## config.mk

```make
export PLATFORM = sky130hd
export DESIGN_NAME = pe_packet_gen_flat
export DESIGN_NICKNAME = d
export VERILOG_FILES = /design/src/rtl/pe_packet_gen_if.sv /design/src/rtl/pe_packet_gen.sv /design/src/flat_wrapper.sv
export SDC_FILE = /design/constraint.sdc
export NUM_CORES = 1
export LEC_CHECK = 0
export ABC_CLOCK_PERIOD_IN_PS = 2650
export CORE_AREA = 2 2 120 122
export DETAILED_ROUTE_END_ITERATION = 12
export DIE_AREA = 0 0 122 124
export MAX_ROUTING_LAYER = met4
export PLACE_DENSITY_LB_ADDON = 0.08
export SLEW_MARGIN = 10
export SYNTH_ARGS = -nofsm -noshare
export SYNTH_HDL_FRONTEND = slang
export SYNTH_SLANG_ARGS = --single-unit
```

## constraint.sdc

```tcl
create_clock -name clk -period 2.65 [get_ports clk]
set_input_delay 0.3975 -clock clk [delete_from_list [all_inputs] [get_ports clk]]
set_output_delay 0.3975 -clock clk [all_outputs]
set_load 0.02 [all_outputs]
```

## src/rtl/pe_packet_gen_if.sv

```systemverilog
// Packet channel from the PE packet generator towards the ready-to-CSP bridge.
// Plain valid/ready: a transfer happens on a rising clock edge with both high.
interface pe_packet_gen_if #(
  parameter int PKT_W = 54
);
  logic             pkt_valid;
  logic             pkt_ready;
  logic [PKT_W-1:0] pkt_data;

  modport master (output pkt_valid, output pkt_data, input  pkt_ready);
  modport slave  (input  pkt_valid, input  pkt_data, output pkt_ready);
endinterface

```

## src/rtl/pe_packet_gen.sv

```systemverilog
// PE packet generator: per job, reads the 5 filter rows and then one ifmap
// window per convolution location per timestep, and emits one packet for each
// read in the format the PE depacketizer expects.
module pe_packet_gen #(
  parameter int         FILTER_WIDTH = 8,
  parameter int         IFMAP_SIZE   = 25,
  parameter int         NUM_LOC      = 21,
  parameter int         NUM_TS       = 2,
  parameter logic       DIRECTION    = 1'b0,
  parameter logic [1:0] X_HOP        = 2'd0,
  parameter logic [1:0] Y_HOP        = 2'd0,
  parameter logic [3:0] PE_NODE      = 4'd0,
  localparam int PW    = 5 * FILTER_WIDTH,
  localparam int PKT_W = 14 + PW,
  localparam int AW    = (NUM_LOC * NUM_TS > 1) ? $clog2(NUM_LOC * NUM_TS) : 1
) (
  input  logic                  clk,
  input  logic                  rst,
  input  logic                  start,
  output logic                  busy,
  output logic                  done,
  output logic                  filt_rd,
  output logic [2:0]            filt_addr,
  input  logic [PW-1:0]         filt_rdata,
  output logic                  ifm_rd,
  output logic [AW-1:0]         ifm_addr,
  input  logic [IFMAP_SIZE-1:0] ifm_rdata,
  pe_packet_gen_if.master       pkt
);

  localparam int LW     = (NUM_LOC > 1) ? $clog2(NUM_LOC) : 1;
  localparam int LOC_PW = PW - IFMAP_SIZE;

  localparam logic [8:0]    HDR      = {DIRECTION, X_HOP, Y_HOP, PE_NODE};
  localparam logic [LW-1:0] LOC_LAST = LW'(NUM_LOC - 1);
  localparam logic          TS_LAST  = 1'(NUM_TS - 1);

  typedef enum logic [2:0] {
    IDLE   = 3'd0,
    F_RD   = 3'd1,
    F_SEND = 3'd2,
    I_RD   = 3'd3,
    I_SEND = 3'd4,
    FIN    = 3'd5
  } state_t;

  state_t           state_q, state_d;
  logic [2:0]       row_q,   row_d;
  logic [LW-1:0]    loc_q,   loc_d;
  logic             ts_q,    ts_d;
  // cap_q marks that the packet for the current SEND state has been latched
  // into hold_q; before that the packet is assembled from live SRAM data.
  logic             cap_q,   cap_d;
  logic [PKT_W-1:0] hold_q,  hold_d;

  logic [PKT_W-1:0] live_pkt;
  logic [PKT_W-1:0] pkt_data_w;
  logic             pkt_valid_w;

  // Packet as assembled from the SRAM read data of the preceding RD cycle.
  always_comb begin
    live_pkt = '0;
    if (state_q == F_SEND)
      live_pkt = {HDR, 1'b0, 1'b1, row_q + 3'd1, filt_rdata};
    else if (state_q == I_SEND)
      live_pkt = {HDR, ts_q, 1'b0, 3'd0, LOC_PW'(loc_q), ifm_rdata};
  end

  // Next-state, counters and all outputs; one RD cycle per packet, then a
  // SEND state that holds the packet until the downstream handshake.
  always_comb begin
    state_d     = state_q;
    row_d       = row_q;
    loc_d       = loc_q;
    ts_d        = ts_q;
    cap_d       = cap_q;
    hold_d      = hold_q;
    busy        = 1'b0;
    done        = 1'b0;
    filt_rd     = 1'b0;
    filt_addr   = 3'd0;
    ifm_rd      = 1'b0;
    ifm_addr    = '0;
    pkt_valid_w = 1'b0;
    pkt_data_w  = '0;

    unique case (state_q)
      IDLE: begin
        if (start) begin
          state_d = F_RD;
          row_d   = 3'd0;
          loc_d   = '0;
          ts_d    = 1'b0;
        end
      end

      F_RD: begin
        busy      = 1'b1;
        filt_rd   = 1'b1;
        filt_addr = row_q;
        cap_d     = 1'b0;
        state_d   = F_SEND;
      end

      F_SEND: begin
        busy        = 1'b1;
        pkt_valid_w = 1'b1;
        pkt_data_w  = cap_q ? hold_q : live_pkt;
        // Latch the packet so it stays put through any back-pressure,
        // independent of what the SRAM output does afterwards.
        hold_d      = pkt_data_w;
        cap_d       = 1'b1;
        if (pkt.pkt_ready) begin
          cap_d = 1'b0;
          if (row_q == 3'd4) begin
            ts_d    = 1'b0;
            loc_d   = '0;
            state_d = I_RD;
          end else begin
            row_d   = row_q + 3'd1;
            state_d = F_RD;
          end
        end
      end

      I_RD: begin
        busy     = 1'b1;
        ifm_rd   = 1'b1;
        ifm_addr = AW'(ts_q) * AW'(NUM_LOC) + AW'(loc_q);
        cap_d    = 1'b0;
        state_d  = I_SEND;
      end

      I_SEND: begin
        busy        = 1'b1;
        pkt_valid_w = 1'b1;
        pkt_data_w  = cap_q ? hold_q : live_pkt;
        hold_d      = pkt_data_w;
        cap_d       = 1'b1;
        if (pkt.pkt_ready) begin
          cap_d = 1'b0;
          if (loc_q != LOC_LAST) begin
            loc_d   = loc_q + 1'b1;
            state_d = I_RD;
          end else begin
            loc_d = '0;
            if (ts_q != TS_LAST) begin
              ts_d    = ts_q + 1'b1;
              state_d = I_RD;
            end else begin
              state_d = FIN;
            end
          end
        end
      end

      FIN: begin
        done    = 1'b1;
        state_d = IDLE;
      end

      default: state_d = IDLE;
    endcase
  end

  // State and counter registers; reset aborts any job without replay.
  always_ff @(posedge clk or posedge rst) begin
    if (rst) begin
      state_q <= IDLE;
      row_q   <= 3'd0;
      loc_q   <= '0;
      ts_q    <= 1'b0;
      cap_q   <= 1'b0;
      hold_q  <= '0;
    end else begin
      state_q <= state_d;
      row_q   <= row_d;
      loc_q   <= loc_d;
      ts_q    <= ts_d;
      cap_q   <= cap_d;
      hold_q  <= hold_d;
    end
  end

  assign pkt.pkt_valid = pkt_valid_w;
  assign pkt.pkt_data  = pkt_data_w;

endmodule

```

## src/flat_wrapper.sv

```systemverilog
// flat-port wrapper written by rule: the top's interface ports become plain ports
module pe_packet_gen_flat 
#(
  parameter int         FILTER_WIDTH = 8,
  parameter int         IFMAP_SIZE   = 25,
  parameter int         NUM_LOC      = 21,
  parameter int         NUM_TS       = 2,
  parameter logic       DIRECTION    = 1'b0,
  parameter logic [1:0] X_HOP        = 2'd0,
  parameter logic [1:0] Y_HOP        = 2'd0,
  parameter logic [3:0] PE_NODE      = 4'd0,
  localparam int PW    = 5 * FILTER_WIDTH,
  localparam int PKT_W = 14 + PW,
  localparam int AW    = (NUM_LOC * NUM_TS > 1) ? $clog2(NUM_LOC * NUM_TS) : 1
)
  (clk, rst, start, busy, done, filt_rd, filt_addr, filt_rdata, ifm_rd, ifm_addr, ifm_rdata, pkt_pkt_valid, pkt_pkt_data, pkt_pkt_ready);
  pe_packet_gen_if #(.PKT_W((54))) pkt_i ();
  input  logic clk;
  input  logic rst;
  input  logic start;
  output logic busy;
  output logic done;
  output logic filt_rd;
  output logic [2:0] filt_addr;
  input  logic [PW-1:0] filt_rdata;
  output logic ifm_rd;
  output logic [AW-1:0] ifm_addr;
  input  logic [IFMAP_SIZE-1:0] ifm_rdata;
  output wire logic [$bits(pkt_i.pkt_valid)-1:0] pkt_pkt_valid;
  output wire logic [$bits(pkt_i.pkt_data)-1:0] pkt_pkt_data;
  input wire logic [$bits(pkt_i.pkt_ready)-1:0] pkt_pkt_ready;
  assign pkt_pkt_valid = pkt_i.pkt_valid;
  assign pkt_pkt_data = pkt_i.pkt_data;
  assign pkt_i.pkt_ready = pkt_pkt_ready;
  pe_packet_gen #(.FILTER_WIDTH(FILTER_WIDTH), .IFMAP_SIZE(IFMAP_SIZE), .NUM_LOC(NUM_LOC), .NUM_TS(NUM_TS), .DIRECTION(DIRECTION), .X_HOP(X_HOP), .Y_HOP(Y_HOP), .PE_NODE(PE_NODE)) u_core (.clk(clk), .rst(rst), .start(start), .busy(busy), .done(done), .filt_rd(filt_rd), .filt_addr(filt_addr), .filt_rdata(filt_rdata), .ifm_rd(ifm_rd), .ifm_addr(ifm_addr), .ifm_rdata(ifm_rdata), .pkt(pkt_i));
endmodule
```

==> out/results.txt <==
status - completed
# clock sinks - 67
Static Leakage - 3.01 nW
final hold violation count - 0
# nets final - 619
largest net degree at the start of global routing - 85
Initial DRC Count - 163
initial core utilization - 0.278
unrepaired setup endpoints after global routing - true
grt ovf - 0
Crit. Startpoint - u_core.ts_q$_DFFE_PP0P_
Buffers on Ports - 136
initial antenna violation count - 0
worst r2r path cells - 5
fmax - 390 MHz
Layout area overhead - 55.8%
die width - 122 um
worst slew pin tran - 0.772 ns
post-synth top area cell - dfrtp_1
crit-path max FO - 7
Yosys top cell area share - 0.439
peak supply drop - 0.619 mV
clk root buf - clkbuf_16
synth top area cells - dfrtp_1, mux2i_1, o211a_1
CP Launch Type - flip-flop
Layout Cells excl Fill - 727
Die Y-Extent - 124 um
number of H-tree levels - 3
reg2reg start - u_core.state_q[2]$_DFFE_PP0P_
hpwl dp - 7280 um
M3 GR Usage - 0.0270
routed len/inst - 15.2 um
clk buf depth - 2
Clock Pin Slew Worst Setup and Hold Paths - 0.06 ns
mean post-synth cell area - 9.59 sq um
dpl cells - 704
ys flop type - dfrtp_1
skew final - 0.00782 ns
total wire length - 11,100 um
RD Place Congestion - 0.802
Routed Antenna Nets - 0
TritonCTS clock tree - done
Mapped Nets - 475
worst-skew pair later-pin latency - 0.34 ns
Max Cap Viol - 0
reg2reg end - u_core.hold_q[19]$_DFFE_PP0N_
worst hold path class - in -> async
worst path arrival time - 2.17 ns
Seq/Total Area, Yosys - 0.439
Mapped Cells - 398
Power Density - 1090 mW/mm^2
reg2reg setup slack - 0.62 ns
first-pass GRT wire length - 17,400 um
Final min period - 2.56 ns
GRT Overall Usage - 0.152
via count - 3,449
vias per std cell - 4.74
grt met2 use - 0.220
# rows - 43
relative slew slack - 0.485
CP endpoint kind - output pin
CP required - 2.25 ns
GR Layer Usage met1 - 0.208
most frequent cell after synthesis - nand2_1
TritonCTS buffer count - 9
DRC - 0
synthesized area - 0.00381 sq mm
ant diodes - 0
Cell variety after synth - 46
setup violators final - 0
Die Footprint - 0.0151 sq mm
GRT busiest layer - met2
core area - 0.0137 sq mm
most instantiated cells after synthesis - nand2_1, dfrtp_1, mux2i_1, o21ai_0, o211a_1
Pre-antenna DRT Iters - 7
number of synthesized register bits - 67
Slew Limit Fails - 0
vias in the first global route - 3,419
layout cell share with drive strength beyond 1 - 0.122
critical path class - reg -> out
hold_ws - 0.435 ns
FFs w/ async S/R, synth - 1.00
fillers - 1,358
synth warn - 0
I/O pin cnt - 137
fin crit share - 0.968
Post-synth EDFFs - 0
[worst max-delay path by stage]
stage / slack [ns] / depth (start not counted) / end
global placement: 0.18 / 6 / ifm_addr[4]
floorplan: 0.51 / 6 / pkt_pkt_data[42]
finish: 0.09 / 5 / ifm_addr[5]
CTS: 0.01 / 6 / pkt_pkt_data[2]
global route: -0.008 / 7 / pkt_pkt_data[14]
detailed placement: 0.15 / 7 / pkt_pkt_data[20]
[stage by stage]
step           setup TNS (ns)  cell area, sq um  power (mW)  setup WS [ns]   util
2_1_floorplan               0              3810        3.69          0.509      -
3_3_place_gp                0              5480        5.02          0.179  0.400
3_5_place_dp                0              5480        5.05          0.154  0.400
4_1_cts                     0              5830        6.43         0.0145  0.425
5_1_grt               -0.0122              5940        6.96       -0.00847  0.433
6_report                    0              5940        6.46         0.0852  0.433
[logic make-up after synthesis]
family	count (synthesis)	share of synthesized area
multiplexers	33	0.0869
flip-flops	67	0.439
buffers and inverters	42	0.0476
XOR/XNOR	5	0.0115
adder cells (fa/ha/maj)	8	0.0262
AND/OR/NAND/NOR	131	0.162
AO/OA/AOI/OAI	112	0.226
[worst max-delay path, stage by stage, from the launching register on]
cell and delay (ns):
dfrtp_2 0.47, ha_1 0.36, a31oi_2 0.23, nor2_1 0.07, o21a_1 0.17, clkdlybuf4s50_1 0.53
[report_power, final]
part	switching [mW]	total [mW]	internal (mW)
clock	0.454	1.52	1.07
combinational	1.87	3.34	1.47
sequential	0.208	1.60	1.39
[registers in the layout (all words and copies together), names as in the netlist]
name            flops
u_core.loc_q        5
u_core.ts_q         1
u_core.state_q      3
u_core.cap_q        1
u_core.row_q        3
u_core.hold_q      54
[cell usage in the layout (no fill, tap or decap), drive strengths merged, types with 2 or more instances in the layout]
cell,synthesis,routed
dlygate4sd2,0,44
nand3b,2,2
xnor2,4,4
a21o,2,2
or3b,2,2
nand2,73,73
o21a,2,2
dfrtp,67,67
nand3,5,5
or3,2,2
clkbuf,12,12
a21boi,4,4
ha,8,8
a31oi,2,2
o32ai,2,2
nor2,11,11
a21oi,5,5
o21ai,34,34
nand2b,3,3
o211a,30,30
nor3b,2,2
dlymetal6s2s,0,3
mux2i,32,32
nor3,4,4
nor4,3,3
o22ai,2,2
inv,11,11
bufinv,0,4
a22o,24,24
and2,20,20
buf,19,28
clkdlybuf4s50,0,89
[what timing repair did]
action | CTS | global route
hold buffers | 0 | 0
pin swaps | 0 | 1
resized for setup | 48 | 15
setup endpoints to repair | 45 | 30
setup buffers | 1 | 6
[layer usage]
metal | wire [um] | share of wire
met5 | 0 | 0
met2 | 4760 | 0.43
met3 | 633 | 0.057
met1 | 5460 | 0.49
met4 | 197 | 0.018
[final cells by class]
type / count / area, sq um / area share
Inverter: 11 / 41.3 / 0.00695
Multi-Input combinational cell: 289 / 2030 / 0.342
Sequential cell: 67 / 1680 / 0.283
Tap cell: 180 / 225 / 0.0379
Timing Repair Buffer: 164 / 1590 / 0.268
Clock buffer: 12 / 256 / 0.0432
Clock inverter: 4 / 120 / 0.0202
(Power assumes the default switching activity.)
